<file path="src/rtl/bmp_pkg.sv">
// Shared definitions for the BMP/font placement command front-end:
// register offsets, status bit layout, CTRL bit meanings and issue FSM states.
package bmp_pkg;

   // Word offsets inside the 4-word register window
   localparam logic [1:0] OFS_X    = 2'd0;
   localparam logic [1:0] OFS_Y    = 2'd1;
   localparam logic [1:0] OFS_CMD  = 2'd2;
   localparam logic [1:0] OFS_CTRL = 2'd3;

   // Status word layout: {8'b0, overflow, full, empty, count[4:0]}
   localparam int STAT_OVF   = 7;
   localparam int STAT_FULL  = 6;
   localparam int STAT_EMPTY = 5;
   localparam int STAT_CNT_W = 5;

   // CTRL write bits
   localparam int CTRL_CLR_OVF = 0;
   localparam int CTRL_FLUSH   = 1;

   typedef enum logic [1:0] {
      ST_IDLE  = 2'd0,
      ST_ISSUE = 2'd1,
      ST_HOLD  = 2'd2
   } bmp_state_e;

   function automatic logic [15:0] pack_status(input logic ovf, input logic full,
                                               input logic empty,
                                               input logic [STAT_CNT_W-1:0] cnt);
      return {8'b0, ovf, full, empty, cnt};
   endfunction

endpackage

</file>
<file path="src/rtl/bmp_cmd_queue_if.sv">
// CPU-bus and placer-side signal bundle of the command queue.
// slave = the queue itself, master = the bus decode / placer side.
interface bmp_cmd_queue_if #(
   parameter int XW   = 10,
   parameter int YW   = 9,
   parameter int IDXW = 6
);
   logic            bmp_sel;
   logic            bmp_rd;
   logic [15:0]     addr;
   logic [15:0]     databus;
   logic [15:0]     rdata;
   logic            placer_ready;
   logic            add_img;
   logic            add_fnt;
   logic [IDXW-1:0] image_indx;
   logic [XW-1:0]   xloc;
   logic [YW-1:0]   yloc;

   modport master (
      output bmp_sel, bmp_rd, addr, databus, placer_ready,
      input  rdata, add_img, add_fnt, image_indx, xloc, yloc
   );

   modport slave (
      input  bmp_sel, bmp_rd, addr, databus, placer_ready,
      output rdata, add_img, add_fnt, image_indx, xloc, yloc
   );
endinterface

</file>
<file path="src/rtl/bmp_cmd_fifo.sv">
// Synchronous DEPTH-entry FIFO with push/pop/flush. A push while full is
// accepted only if a pop frees a slot in the same cycle; flush wins over push.
module bmp_cmd_fifo #(
   parameter int W     = 8,
   parameter int DEPTH = 8
)(
   input  logic                       clk,
   input  logic                       rst_n,
   input  logic                       push_i,
   input  logic                       pop_i,
   input  logic                       flush_i,
   input  logic [W-1:0]               wdata_i,
   output logic [W-1:0]               rdata_o,
   output logic [$clog2(DEPTH):0]     count_o,
   output logic                       full_o,
   output logic                       empty_o,
   output logic                       accept_o
);
   localparam int AW = $clog2(DEPTH);
   localparam int CW = AW + 1;

   logic [W-1:0]  mem_q [DEPTH];
   logic [AW-1:0] wr_ptr_q, wr_ptr_d;
   logic [AW-1:0] rd_ptr_q, rd_ptr_d;
   logic [CW-1:0] count_q, count_d;
   logic          pop_ok;

   assign full_o   = (count_q == CW'(DEPTH));
   assign empty_o  = (count_q == '0);
   assign count_o  = count_q;
   assign rdata_o  = mem_q[rd_ptr_q];
   assign pop_ok   = pop_i & ~empty_o;
   assign accept_o = push_i & ~flush_i & (~full_o | pop_ok);

   // Pointer/count next state; flush returns everything to the empty state
   always_comb begin
      wr_ptr_d = wr_ptr_q;
      rd_ptr_d = rd_ptr_q;
      count_d  = count_q;
      if (flush_i) begin
         wr_ptr_d = '0;
         rd_ptr_d = '0;
         count_d  = '0;
      end else begin
         if (accept_o) wr_ptr_d = wr_ptr_q + AW'(1);
         if (pop_ok)   rd_ptr_d = rd_ptr_q + AW'(1);
         count_d = count_q + CW'(accept_o) - CW'(pop_ok);
      end
   end

   // Pointer and occupancy registers
   always_ff @(posedge clk) begin
      if (!rst_n) begin
         wr_ptr_q <= '0;
         rd_ptr_q <= '0;
         count_q  <= '0;
      end else begin
         wr_ptr_q <= wr_ptr_d;
         rd_ptr_q <= rd_ptr_d;
         count_q  <= count_d;
      end
   end

   // Storage array; contents need no reset since occupancy gates reads
   always_ff @(posedge clk) begin
      if (accept_o) mem_q[wr_ptr_q] <= wdata_i;
   end

endmodule

</file>
<file path="src/rtl/bmp_cmd_queue.sv">
// Memory-mapped command front-end for the BMP/font placer: XLOC/YLOC/CMD
// registers feeding a command FIFO, a CTRL/STATUS register, and a three-state
// issue FSM with a ready handshake to the placer.
// Optional feature: define BMP_AUTOINC_EN to advance XLOC (and wrap into
// YLOC) after every accepted CMD push, for text-cursor style glyph runs.
module bmp_cmd_queue
   import bmp_pkg::*;
#(
   parameter logic [15:0] BASE_ADDR = 16'hC008,
   parameter int          DEPTH     = 8,
   parameter int          XW        = 10,
   parameter int          YW        = 9,
   parameter int          IDXW      = 6,
   parameter int          XSTEP     = 8,
   parameter int          YSTEP     = 8,
   parameter int          XMAX      = 640
)(
   input  logic             clk,
   input  logic             rst_n,
   bmp_cmd_queue_if.slave   bus
);
   localparam int CW = $clog2(DEPTH) + 1;
   localparam int FW = XW + YW + IDXW + 1;

   // Bus decode
   logic [15:0] offset;
   logic        in_win;
   logic        wr_x, wr_y, wr_cmd, wr_ctrl, rd_hit;
   logic        flush, clr_ovf;

   assign offset  = bus.addr - BASE_ADDR;
   assign in_win  = (offset < 16'd4);
   assign wr_x    = bus.bmp_sel & in_win & (offset[1:0] == OFS_X);
   assign wr_y    = bus.bmp_sel & in_win & (offset[1:0] == OFS_Y);
   assign wr_cmd  = bus.bmp_sel & in_win & (offset[1:0] == OFS_CMD);
   assign wr_ctrl = bus.bmp_sel & in_win & (offset[1:0] == OFS_CTRL);
   assign rd_hit  = bus.bmp_rd & in_win;
   assign flush   = wr_ctrl & bus.databus[CTRL_FLUSH];
   assign clr_ovf = wr_ctrl & bus.databus[CTRL_CLR_OVF];

   logic unused_databus;
   assign unused_databus = ^bus.databus;

   // Register-file state
   logic [XW-1:0] x_q, x_d;
   logic [YW-1:0] y_q, y_d;
   logic          overflow_q, overflow_d;
   logic [15:0]   rdata_q, rdata_d;

   // FIFO
   logic [FW-1:0] fifo_wdata, fifo_rdata;
   logic [CW-1:0] fifo_count;
   logic          fifo_full, fifo_empty, fifo_accept;
   logic          pop, dropped;
   logic [15:0]   status;

   // Issue FSM and output registers
   bmp_state_e      state_q;
   logic            kind_q;
   logic            add_img_q, add_fnt_q;
   logic [XW-1:0]   xloc_q;
   logic [YW-1:0]   yloc_q;
   logic [IDXW-1:0] idx_q;

   logic [XW-1:0]   head_x;
   logic [YW-1:0]   head_y;
   logic [IDXW-1:0] head_idx;
   logic            head_img;

   assign fifo_wdata = {x_q, y_q, bus.databus[IDXW:1], bus.databus[0]};
   assign {head_x, head_y, head_idx, head_img} = fifo_rdata;
   assign pop     = (state_q == ST_IDLE) & ~fifo_empty & bus.placer_ready;
   assign dropped = wr_cmd & ~flush & ~fifo_accept;
   assign status  = pack_status(overflow_q, fifo_full, fifo_empty, STAT_CNT_W'(fifo_count));

   bmp_cmd_fifo #(
      .W     (FW),
      .DEPTH (DEPTH)
   ) u_fifo (
      .clk      (clk),
      .rst_n    (rst_n),
      .push_i   (wr_cmd),
      .pop_i    (pop),
      .flush_i  (flush),
      .wdata_i  (fifo_wdata),
      .rdata_o  (fifo_rdata),
      .count_o  (fifo_count),
      .full_o   (fifo_full),
      .empty_o  (fifo_empty),
      .accept_o (fifo_accept)
   );

`ifdef BMP_AUTOINC_EN
   localparam logic [XW:0]   XSTEP_W = (XW+1)'(XSTEP);
   localparam logic [XW:0]   XMAX_W  = (XW+1)'(XMAX);
   localparam logic [YW-1:0] YSTEP_W = YW'(YSTEP);
   logic [XW:0] x_sum;
`endif

   // Next state of cursor registers, sticky overflow and read data
   always_comb begin
      x_d        = x_q;
      y_d        = y_q;
      overflow_d = overflow_q;
      rdata_d    = rdata_q;
`ifdef BMP_AUTOINC_EN
      x_sum      = '0;
`endif
      if (wr_x) x_d = bus.databus[XW-1:0];
      if (wr_y) y_d = bus.databus[YW-1:0];
`ifdef BMP_AUTOINC_EN
      // Only a command that actually lands in the FIFO moves the cursor
      if (fifo_accept) begin
         x_sum = {1'b0, x_q} + XSTEP_W;
         if (x_sum >= XMAX_W) begin
            x_d = '0;
            y_d = y_q + YSTEP_W;
         end else begin
            x_d = x_sum[XW-1:0];
         end
      end
`endif
      if (clr_ovf) overflow_d = 1'b0;
      if (dropped) overflow_d = 1'b1;
      // Status sampled before this cycle's push/pop takes effect
      if (rd_hit) rdata_d = (offset[1:0] == OFS_CTRL) ? status : 16'h0000;
   end

   // Cursor, overflow and read-data registers
   always_ff @(posedge clk) begin
      if (!rst_n) begin
         x_q        <= '0;
         y_q        <= '0;
         overflow_q <= 1'b0;
         rdata_q    <= '0;
      end else begin
         x_q        <= x_d;
         y_q        <= y_d;
         overflow_q <= overflow_d;
         rdata_q    <= rdata_d;
      end
   end

   // Issue FSM: IDLE pops the head, ISSUE fires the pulse, HOLD ignores ready
   always_ff @(posedge clk) begin
      if (!rst_n) begin
         state_q   <= ST_IDLE;
         kind_q    <= 1'b0;
         add_img_q <= 1'b0;
         add_fnt_q <= 1'b0;
         xloc_q    <= '0;
         yloc_q    <= '0;
         idx_q     <= '0;
      end else begin
         add_img_q <= 1'b0;
         add_fnt_q <= 1'b0;
         case (state_q)
            ST_IDLE: begin
               if (pop) begin
                  xloc_q  <= head_x;
                  yloc_q  <= head_y;
                  idx_q   <= head_idx;
                  kind_q  <= head_img;
                  state_q <= ST_ISSUE;
               end
            end
            ST_ISSUE: begin
               add_img_q <= kind_q;
               add_fnt_q <= ~kind_q;
               state_q   <= ST_HOLD;
            end
            ST_HOLD: begin
               state_q <= ST_IDLE;
            end
            default: begin
               state_q <= ST_IDLE;
            end
         endcase
      end
   end

   assign bus.rdata      = rdata_q;
   assign bus.add_img    = add_img_q;
   assign bus.add_fnt    = add_fnt_q;
   assign bus.image_indx = idx_q;
   assign bus.xloc       = xloc_q;
   assign bus.yloc       = yloc_q;

endmodule

</file>
<file path="src/flat_wrapper.sv">
// flat-port wrapper written by rule: the top's interface ports become plain ports
module bmp_cmd_queue_flat import bmp_pkg::*;
#(
   parameter logic [15:0] BASE_ADDR = 16'hC008,
   parameter int          DEPTH     = 8,
   parameter int          XW        = 10,
   parameter int          YW        = 9,
   parameter int          IDXW      = 6,
   parameter int          XSTEP     = 8,
   parameter int          YSTEP     = 8,
   parameter int          XMAX      = 640
)
  (clk, rst_n, bus_bmp_sel, bus_bmp_rd, bus_addr, bus_databus, bus_placer_ready, bus_rdata, bus_add_img, bus_add_fnt, bus_image_indx, bus_xloc, bus_yloc);
  bmp_cmd_queue_if #(.XW(XW), .YW(YW), .IDXW(IDXW)) bus_i ();
  input  logic clk;
  input  logic rst_n;
  input wire logic [$bits(bus_i.bmp_sel)-1:0] bus_bmp_sel;
  input wire logic [$bits(bus_i.bmp_rd)-1:0] bus_bmp_rd;
  input wire logic [$bits(bus_i.addr)-1:0] bus_addr;
  input wire logic [$bits(bus_i.databus)-1:0] bus_databus;
  input wire logic [$bits(bus_i.placer_ready)-1:0] bus_placer_ready;
  output wire logic [$bits(bus_i.rdata)-1:0] bus_rdata;
  output wire logic [$bits(bus_i.add_img)-1:0] bus_add_img;
  output wire logic [$bits(bus_i.add_fnt)-1:0] bus_add_fnt;
  output wire logic [$bits(bus_i.image_indx)-1:0] bus_image_indx;
  output wire logic [$bits(bus_i.xloc)-1:0] bus_xloc;
  output wire logic [$bits(bus_i.yloc)-1:0] bus_yloc;
  assign bus_i.bmp_sel = bus_bmp_sel;
  assign bus_i.bmp_rd = bus_bmp_rd;
  assign bus_i.addr = bus_addr;
  assign bus_i.databus = bus_databus;
  assign bus_i.placer_ready = bus_placer_ready;
  assign bus_rdata = bus_i.rdata;
  assign bus_add_img = bus_i.add_img;
  assign bus_add_fnt = bus_i.add_fnt;
  assign bus_image_indx = bus_i.image_indx;
  assign bus_xloc = bus_i.xloc;
  assign bus_yloc = bus_i.yloc;
  bmp_cmd_queue #(.BASE_ADDR(BASE_ADDR), .DEPTH(DEPTH), .XW(XW), .YW(YW), .IDXW(IDXW), .XSTEP(XSTEP), .YSTEP(YSTEP), .XMAX(XMAX)) u_core (.clk(clk), .rst_n(rst_n), .bus(bus_i));
endmodule
</file>
<file path="config.mk">
export PLATFORM = sky130hd
export DESIGN_NAME = bmp_cmd_queue_flat
export DESIGN_NICKNAME = d
export VERILOG_FILES = /design/src/rtl/bmp_pkg.sv /design/src/rtl/bmp_cmd_queue_if.sv /design/src/rtl/bmp_cmd_fifo.sv /design/src/rtl/bmp_cmd_queue.sv /design/src/flat_wrapper.sv
export SDC_FILE = /design/constraint.sdc
export NUM_CORES = 1
export LEC_CHECK = 0
export ABC_AREA = 1
export CAP_MARGIN = 25
export CORE_UTILIZATION = 35
export DETAILED_ROUTE_END_ITERATION = 10
export GPL_TIMING_DRIVEN = 0
export PLACE_DENSITY = 0.59
export SYNTH_ARGS = -nofsm -noshare
export SYNTH_HDL_FRONTEND = slang
export SYNTH_HIERARCHICAL = 1
export SYNTH_SLANG_ARGS = --single-unit
</file>
<file path="constraint.sdc">
create_clock -name clk -period 9.4 [get_ports clk]
set_clock_uncertainty 0.15 [all_clocks]
set_input_delay 0.94 -clock clk [delete_from_list [all_inputs] [get_ports clk]]
set_output_delay 0.94 -clock clk [all_outputs]
set_load 0.005 [all_outputs]
</file>
# Word-level counts from Yosys, hierarchy flattened
# Memory sizes are Yosys's and may differ from the RTL's. A register that Yosys moved wholly into a read port is not among the register bits.
# Cells that the tools add are included.
dict set report totals {
  regBits 50
  latch_bits 0
  ramBits 208
  romBits 0
  out_inout_bits 43
  n_memories 1
}
# name words width rd rd_clocked_by_memory_dff write_ports line
set mem_list {}
lappend mem_list {u_core.u_fifo.mem_q 8 26 1 1 1 bmp_cmd_fifo.sv:22} ;# logic [W-1:0] mem_q [DEPTH];
dict set report op_classes {
  addsub 5
  n_mul 0
  n_div 0
  n_lt_le_gt_ge 1
  n_eq_ne 6
  n_shift 0
  mux 7
  bitwise_logic 21
  reduce_logical 8
}
# cell count
set ops {}
lappend ops {{less-than comparator 16 x 3 -> 1 bit, second input constant} 1}
lappend ops {{subtractor 16 bit, second input constant} 1}
lappend ops {{AND 1 bit} 14}
lappend ops {{two-way mux 8 bit} 1}
lappend ops {{adder 3 x 1 -> 3 bit, second input constant} 2}
lappend ops {{inverter 1 bit} 6}
lappend ops {{adder 4 x 1 -> 4 bit} 1}
lappend ops {{equality test 2 x 1 -> 1 bit, second input constant} 2}
lappend ops {{equality test 2 bit, second input constant} 2}
lappend ops {{equality test 4 bit, second input constant} 1}
lappend ops {{logical NOT 2 bit} 2}
lappend ops {{logical NOT 4 bit} 1}
lappend ops {{two-way mux 1 bit} 4}
lappend ops {{one-hot mux 2 bit (2 select lines)} 1}
lappend ops {{AND reduction 2 bit} 2}
lappend ops {{subtractor 4 x 1 -> 4 bit} 1}
lappend ops {{two-way mux 2 bit} 1}
lappend ops {{inequality test 2 bit, second input constant} 1}
lappend ops {{nonzero test 2 bit} 1}
lappend ops {{OR reduction 2 bit} 1}
lappend ops {{logical NOT 1 bit} 1}
lappend ops {{bitwise OR 1 bit} 1}

# Longest topological paths before layout
# Gate-level depths: netlist of run 1.
dict set report logic_depth {
  depth_word 11
  mapped_depth 23
  ltp_nobuf 22
}

# Cells and area by module
# Netlist of run 1, hierarchy kept.
# mod n_inst cells_each area_per_inst_um2
set modules_own_cells {}
lappend modules_own_cells {bmp_cmd_fifo 1 734 8838.5}
lappend modules_own_cells {bmp_cmd_queue 1 335 2347.3}

# Least setup slack after synthesis of run 1
# OpenSTA, ideal clock, no wires.
dict set report synth_timing {
  path_kind {input port to flip-flop}
  startpoint {in bus_addr[3]}
  endpoint {mem u_core/u_fifo/mem_q[6][0] (netlist name), enable pin}
  arrival_ps 4066
  required_time_ps 8808
  path_slack_ps 4742
  stages 13
  cell_sequence {inv_1 -> ha_1 -> nand2_1 -> nor2_1 -> nand2_1 -> nor2_4 -> buf_4 -> nand2_1 -> nor3_1 -> nand2_1 -> inv_1 -> nand2_1 -> nor3_1}
}
# element line
set synth_lines {}
lappend synth_lines {{start, declared} flat_wrapper.sv:19} ;# input wire logic [$bits(bus_i.addr)-1:0] bus_addr;
lappend synth_lines {{subtractor 16 bit} bmp_cmd_queue.sv:31} ;# assign offset = bus.addr - BASE_ADDR;
lappend synth_lines {{less-than comparator 16 x 3 -> 1 bit} bmp_cmd_queue.sv:32} ;# assign in_win = (offset < 16'd4);
lappend synth_lines {{AND 1 bit (2 in series)} bmp_cmd_queue.sv:35} ;# assign wr_cmd = bus.bmp_sel & in_win & (offset[1:0] == OFS_CMD);
lappend synth_lines {{named net u_core.wr_cmd} bmp_cmd_queue.sv:28} ;# logic wr_x, wr_y, wr_cmd, wr_ctrl, rd_hit;
lappend synth_lines {{AND 1 bit (2 in series)} bmp_cmd_fifo.sv:33} ;# assign accept_o = push_i & ~flush_i & (~full_o | pop_ok);
lappend synth_lines {{two-way mux 1 bit} bmp_cmd_fifo.sv:66} ;# if (accept_o) mem_q[wr_ptr_q] <= wdata_i;
lappend synth_lines {{two-way mux 1 bit (implied by the code)} bmp_cmd_fifo.sv:66}
lappend synth_lines {{end, declared} bmp_cmd_fifo.sv:22}
# The timed path passes the listed nets, and every way through them passes these cells.

# Final worst setup path of run 1
dict set report layout_timing {
  startpoint {reg u_core.u_fifo.count_q[2], in the netlist u_core/u_fifo/count_o[2]}
  endpoint {mem u_core/u_fifo/mem_q[4][14] (netlist name), enable pin}
}
dict set report layout_between {
  elab_chain_cells 9
}
# element line
set layout_rtl {}
lappend layout_rtl {{start, declared} bmp_cmd_fifo.sv:25} ;# logic [CW-1:0] count_q, count_d;
lappend layout_rtl {{start signal, assigned} bmp_cmd_fifo.sv:60} ;# count_q <= count_d;
lappend layout_rtl {{logical NOT 4 bit} bmp_cmd_fifo.sv:29} ;# assign empty_o = (count_q == '0);
lappend layout_rtl {{named net u_core.fifo_empty} bmp_cmd_queue.sv:53} ;# logic fifo_full, fifo_empty, fifo_accept;
lappend layout_rtl {{inverter 1 bit} bmp_cmd_queue.sv:72} ;# assign pop = (state_q == ST_IDLE) & ~fifo_empty & bus.placer_ready;
lappend layout_rtl {{AND 1 bit (2 in series)} bmp_cmd_queue.sv:72}
lappend layout_rtl {{named net u_core.pop} bmp_cmd_queue.sv:54} ;# logic pop, dropped;
lappend layout_rtl {{AND 1 bit} bmp_cmd_fifo.sv:32} ;# assign pop_ok = pop_i & ~empty_o;
lappend layout_rtl {{bitwise OR 1 bit} bmp_cmd_fifo.sv:33}
lappend layout_rtl {{AND 1 bit} bmp_cmd_fifo.sv:33}
lappend layout_rtl {{two-way mux 1 bit} bmp_cmd_fifo.sv:66}
lappend layout_rtl {{two-way mux 1 bit (implied by the code)} bmp_cmd_fifo.sv:66}
# The timed path passes the listed nets, and every way through them passes these cells.

==> impl_results.md, run 1 <==
* Status: completed
* Setup ws final at 5.05 ns
* Worst slew pin tran at 0.994 ns
* Critical path class: reg -> reg
* Die height at 181 µm
* Initial Utilization at 0.355
* Commonest cells after routing, fill and taps aside: nor2_1, edfxtp_1, nand2_1
* Final ANT Viol Nets at 0
* Sequential power share at 0.450
* Setup WS pre-CTS at 4.56 ns
* Sw Ratio at 0.271
* Initial antenna violation count at 0
* Comb pwr share at 0.185
* Cell Count, Final, Fillers Out at 1,610
* Inserted Diodes at 0
* Final slew viol count at 0
* Drt first-iter violations at 620
* Startpoint type of the worst setup path: register
* Most common cell after layout, fill and taps aside: nor2_1
* Req. time, crit path at 9.50 ns
* Clk pin slew, worst setup/hold paths at 0.06 ns
* Synth unique cells at 30
* FF/Latch Area at 7650 µm²
* Fin. Hold Viols at 0
* Worst-skew pair later-pin latency at 0.54 ns
* Tot GR Track Use at 0.174
* Vias in the first global route at 7,577
* Static leakage at 5.01 nW
* Hold WC Path Type: reg -> reg
* CP max-delay cell: nor3_2
* Final cycle utilization of the critical path at 0.463
* P_int at 2.26 mW
* CP arrival at 4.45 ns
* Area growth, synth to finish at 21.3%
* Syn Std Cell Area at 11,200 µm²
* Post-synthesis sequential area ratio at 0.684
* Detailed Route WL at 28,100 µm
* Share of cells above drive strength 1 at 0.0935
* Core Footprint at 31,500 µm²
* Via Count at 7,742
* Syn Inst Count at 1,069
* Crit path buf inv count at 7
* RSZ-0062 raised after global routing: false
* Worst Path Max Fanout at 12
* DP HPWL at 18,500 µm
* CP Capture Type: register
* # setup viols final at 0
* Final #Nets at 1,231
* Root buf cell: clkbuf_16
* Max H-tree Level at 1
* # hold bufs at CTS at 0
* Post-route minimum period at 4.35 ns
* Drt pass-1 iters at 6
* Post_cts resized at 0
* Multi-input gate area in the final layout at 3030 µm²
* Post-CTS setup buffer count at 0
* Row cnt at 65
* Port Buf Inserts at 63
* Peak Freq at 230 MHz
* Yosys warns at 6
* Placed cells at 1,555
* CP cell instances: inv_1 -> ha_1 -> nand2_1 -> inv_1 -> clkinv_1 -> nand4_1 -> clkinv_1 -> clkbuf_1 -> nand2_2 -> nand2_2 -> nand2_1 -> nor3_2 -> buf_6 -> buf_8
* #FFs+latches synth at 278
* Psw at 0.838 mW
* TritonCTS clock tree: built
* Max-Cap Viols at 0
* Largest net degree at the start of global routing at 21
* Clock sink total at 278
* Longest Clk Path Bufs at 3
* DRC at 0
* DR vias/cell at 4.81
* Routed len/inst at 17.5 µm
* Slowest cell delay on critical path at 0.80 ns
* CP top delay family: simple AND/OR/NAND/NOR gates
* # IOs at 80
* Worst vdd ir at 134 µV
* Die Area at 32,700 µm²
* TNS Setup at 0 ns
* Num CTS Buffers at 30
* PwrDens at 228 nW/µm²
* Slew HR at 0.334
* Clock share of power at 0.365
* Die width at 181 µm
* Gpl congestion at 0.748
* Total gr overflow at 0
* First-pass GRT wire length at 43,400 µm
* Avg Inst Size Synth at 10.5 µm²
* Fill count at 2,979
==> power by group through the flow <==
stage	registers (mW)	clock network [mW]	logic, mW
3_5_place_dp	1.42	0	0.576
6_report	1.39	1.13	0.571
4_1_cts	1.39	1.16	0.579
3_3_place_gp	1.42	0	0.567
2_1_floorplan	1.42	0	0.327
5_1_grt	1.40	1.21	0.642
==> final timing paths <==
path,start,to,slack (ns),depth (start not counted)
worst max-delay path,u_core/u_fifo/count_o[2],u_core/u_fifo/mem_q[4][14],5.05,14
worst min-delay path,u_core/kind_q,u_core/bus.add_fnt,0.28,1
worst max register to register,u_core/u_fifo/count_o[2],u_core/u_fifo/mem_q[4][14],5.05,14
worst min register to register,u_core/kind_q,u_core/bus.add_fnt,0.28,1
==> area by class of cell <==
type,instances,area share
Inverter,59,0.0163
Buffer,63,0.0274
Clock buffer,43,0.0642
Tap cell,402,0.0371
Sequential cell,278,0.564
Timing Repair Buffer,76,0.0618
Clock inverter,12,0.00664
Multi-Input combinational cell,677,0.223
==> synthesized netlist by cell type <==
cell type	n	area (µm²)
clkinv_1	3	11.3
nor3b_1	1	7.51
nand3_2	1	10.0
nor4_1	2	12.5
clkbuf_1	24	90.1
buf_2	15	75.1
dfxtp_1	70	1400
a21oi_1	18	90.1
nor3_1	6	30.0
nand2_1	145	544
o21ai_0	105	526
xor2_1	1	8.76
nand4_1	5	31.3
edfxtp_1	208	6250
conb_1	1	3.75
fa_1	1	20.0
ha_1	8	100
nor2_2	1	6.26
nor2_4	1	11.3
inv_1	53	199
nor3b_2	1	12.5
nor2_1	279	1050
buf_6	9	101
nand4_4	1	21.3
nand2_2	2	12.5
nand3_1	4	20.0
o21ai_1	86	430
inv_2	3	11.3
buf_1	2	7.51
buf_4	13	97.6
==> metal layers <==
metal / GRT usage / routed length [µm] / vias to the layer above
met1: 0.231 / 12500 / 3671
met3: 0.0304 / 1700 / 37
met2: 0.292 / 13400 / 224
met4: 0.0468 / 575 / 0
met5: 0 / 0 / -
li1: - / - / 3810
==> flip-flops by register name (all words and copies together) (netlist names), 3 cells and up, named ones only <==
name,flops
u_core/u_fifo/count_o,4
u_core/y_q,9
u_core/u_fifo/mem_q,208
u_core/bus.rdata,7
u_core/u_fifo/wr_ptr_q,3
u_core/x_q,10
u_core/bus.xloc,10
u_core/bus.image_indx,6
u_core/u_fifo/rd_ptr_q,3
u_core/bus.yloc,9
==> logic make-up (layout without fill, tap and decap cells) <==
kind of cell             count (synthesis)  in the layout  share of synthesized area
other                                    1              9                   0.000335
AND/OR/NAND/NOR                        449            449                      0.158
adder cells (fa/ha/maj)                  9              9                     0.0107
AO/OA/AOI/OAI                          209            209                     0.0935
buffers and inverters                  122            253                     0.0530
flip-flops                             278            278                      0.684
XOR/XNOR                                 1              1                   0.000783
==> metrics by stage <==
stage | total power [mW] | util | hold WS [ns] | cell area (µm²)
floorplan | 1.75 | - | 0.248 | 11200
global placement | 1.99 | 0.392 | 0.274 | 12300
detailed placement | 2.00 | 0.401 | 0.272 | 12600
CTS | 3.13 | 0.431 | 0.281 | 13600
global route | 3.25 | 0.431 | 0.297 | 13600
finish | 3.09 | 0.431 | 0.279 | 13600
==> worst reg2reg max path, delay by kind of cell, from the launching register on <==
kind,cells,cell delay (ns)
and+or+nand+nor,6,1.76
buffers and inverters,7,1.59
adders and majority gates,1,0.20
DFF,1,0.33
Note: power is estimated with default switching activity, not from simulation.
==> inputs of run 2 (changes only) <==
clock period = 4.14 ns   (was 9.4 ns; I/O delays follow)
==> impl_results.md, run 2 (synthesis gave the netlist of run 1 again) <==
* Drt pass-1 iters at 7
* RSZ-0062 raised after global routing: false
* Worst-skew pair later-pin latency at 0.54 ns
* Met3 Wirelength at 1690 µm
* Setup WS pre-CTS at -0.175 ns
* Total gr overflow at 0
* Hold WC Path Type: in -> reg
* Cell area after placement at 12,600 µm²
* CP max-delay cell: clkinvlp_4
* DP HPWL at 18,500 µm
* Slew HR at 0.536
* Max-Cap Viols at 0
* Routed len/inst at 17.5 µm
* Gpl congestion at 0.748
* Largest net degree at the start of global routing at 21
* Worst Path Max Fanout at 19
* Clock share of power at 0.365
* Final #Nets at 1,230
* Die Area at 32,700 µm²
* Final slew viol count at 0
* Initial antenna violation count at 0
* Final cycle utilization of the critical path at 0.869
* Die height at 181 µm
* CP arrival at 3.93 ns
* Psw at 1.90 mW
* Comb pwr share at 0.184
* Metal1 wirelength at 12,400 µm
* Post-route cell area at 13,600 µm²
* Die width at 181 µm
* Placed cells at 1,555
* DR vias/cell at 4.82
* Setup ws final at 0.541 ns
* Largest register FFs at 208
* Worst vdd ir at 307 µV
* Share of cells above drive strength 1 at 0.0944
* Sequential power share at 0.450
* First-pass GRT wire length at 43,400 µm
* Most common cell after layout, fill and taps aside: nor2_1
* Area growth, synth to finish at 21.5%
* Core Footprint at 31,500 µm²
* Inserted Diodes at 0
* DRC at 0
* Status: completed
* Commonest cells after routing, fill and taps aside: nor2_1, edfxtp_1, nand2_1
* # hold bufs at CTS at 0
* Vias in the first global route at 7,577
* TritonCTS clock tree: built
* Cell Count, Final, Fillers Out at 1,609
* # setup viols final at 0
* Via Count at 7,748
* CP Capture Type: register
* Detailed Route WL at 28,100 µm
* Peak Freq at 278 MHz
* Final ANT Viol Nets at 0
* # IOs at 80
* Tot GR Track Use at 0.174
* Worst slew pin tran at 0.696 ns
* Met2 routed WL at 13,400 µm
* Startpoint type of the worst setup path: register
* PwrDens at 517 nW/µm²
* Clock sink total at 278
* TNS Setup at 0 ns
* P_int at 5.12 mW
* Initial Utilization at 0.355
* Largest reg by FF count: u_core/u_fifo/mem_q
* CP top delay family: simple AND/OR/NAND/NOR gates
* Total chip power at 7.02 mW
* Crit path buf inv count at 6
* Static leakage at 5.00 nW
* Req. time, crit path at 4.47 ns
* Row cnt at 65
* Max H-tree Level at 1
* Slowest cell delay on critical path at 0.46 ns
* Top sig layer: met4
* CP dominant cell by count: nand2_1
* Drt first-iter violations at 569
* Post-route minimum period at 3.60 ns
* Longest Clk Path Bufs at 3
* Fin. Hold Viols at 0
* Sw Ratio at 0.271
* Root buf cell: clkbuf_16
* Clk pin slew, worst setup/hold paths at 0.06 ns
* Critical path class: reg -> reg
* Port Buf Inserts at 63
* CP cell instances: inv_1 -> ha_1 -> nand2_1 -> inv_1 -> clkinv_1 -> nand4_1 -> clkinvlp_4 -> nand2_2 -> nand2_2 -> nand2_1 -> inv_2 -> nand2_1 -> nand2_1 -> ha_1 -> inv_1 -> fa_1 -> nor2_1
* Num CTS Buffers at 30
[run 2: changes by cell type in the layout (fill, tap and decap cells not counted)]
cell        delta
nor3_2         -3
nor3_4         +3
clkbuf_1       -1
clkinv_1       -1
clkinvlp_4     +1
[run 2: power groups by stage]
stage,clock [mW],sequential [mW],combinational (mW)
6_report,2.56,3.16,1.29
2_1_floorplan,0,3.22,0.742
5_1_grt,2.74,3.18,1.46
3_3_place_gp,0,3.22,1.29
4_1_cts,2.63,3.17,1.31
3_5_place_dp,0,3.22,1.31
[run 2: area by class of cell]
| cell class | count | area, µm² |
|---|---|---|
| Tap cell | 402 | 503 |
| Fill cell | 2979 | 17900 |
| Inverter | 59 | 225 |
| Sequential cell | 278 | 7650 |
| Multi-Input combinational cell | 677 | 3040 |
| Timing Repair Buffer | 76 | 838 |
| Clock inverter | 12 | 90.1 |
| Buffer | 62 | 368 |
| Clock buffer | 43 | 871 |
[run 2: worst reg2reg max path: cells and delay by family, from the launching register on]
family / cells / cell delay (ns)
AND/OR/NAND/NOR: 8 / 1.40
adder cells (fa/ha/maj): 3 / 0.74
flip-flops: 1 / 0.31
buffers and inverters: 6 / 0.93
[run 2: worst paths after layout]
kind                       startpoint                       end  slack (ns)  depth (start not counted)
max          u_core/u_fifo/count_o[2]  u_core/u_fifo/count_o[1]        0.54                         17
min                        bus_bmp_rd       u_core/bus.rdata[5]        0.18                          3
max reg2reg  u_core/u_fifo/count_o[2]  u_core/u_fifo/count_o[1]        0.54                         17
min reg2reg             u_core/kind_q        u_core/bus.add_fnt        0.28                          1
[run 2: stage by stage]
stage	util	hold WS (ns)
after detailed placement	0.401	0.272
after CTS	0.431	0.150
after global placement	0.392	0.274
final	0.432	0.178
after floorplan	-	0.248
after global routing	0.432	0.186
[run 2: layer usage]
layer	global-route usage	vias to the layer above
li1	-	3809
met1	0.231	3678
met2	0.292	224
met3	0.0304	37
met4	0.0468	0
met5	0	-
[run 2: what timing repair did]
item	4_1_cts	5_1_grt
endpoints found under the hold margin	0	0
setup endpoints to repair	19	73
resized for setup	2	2
buffers inserted	0	0
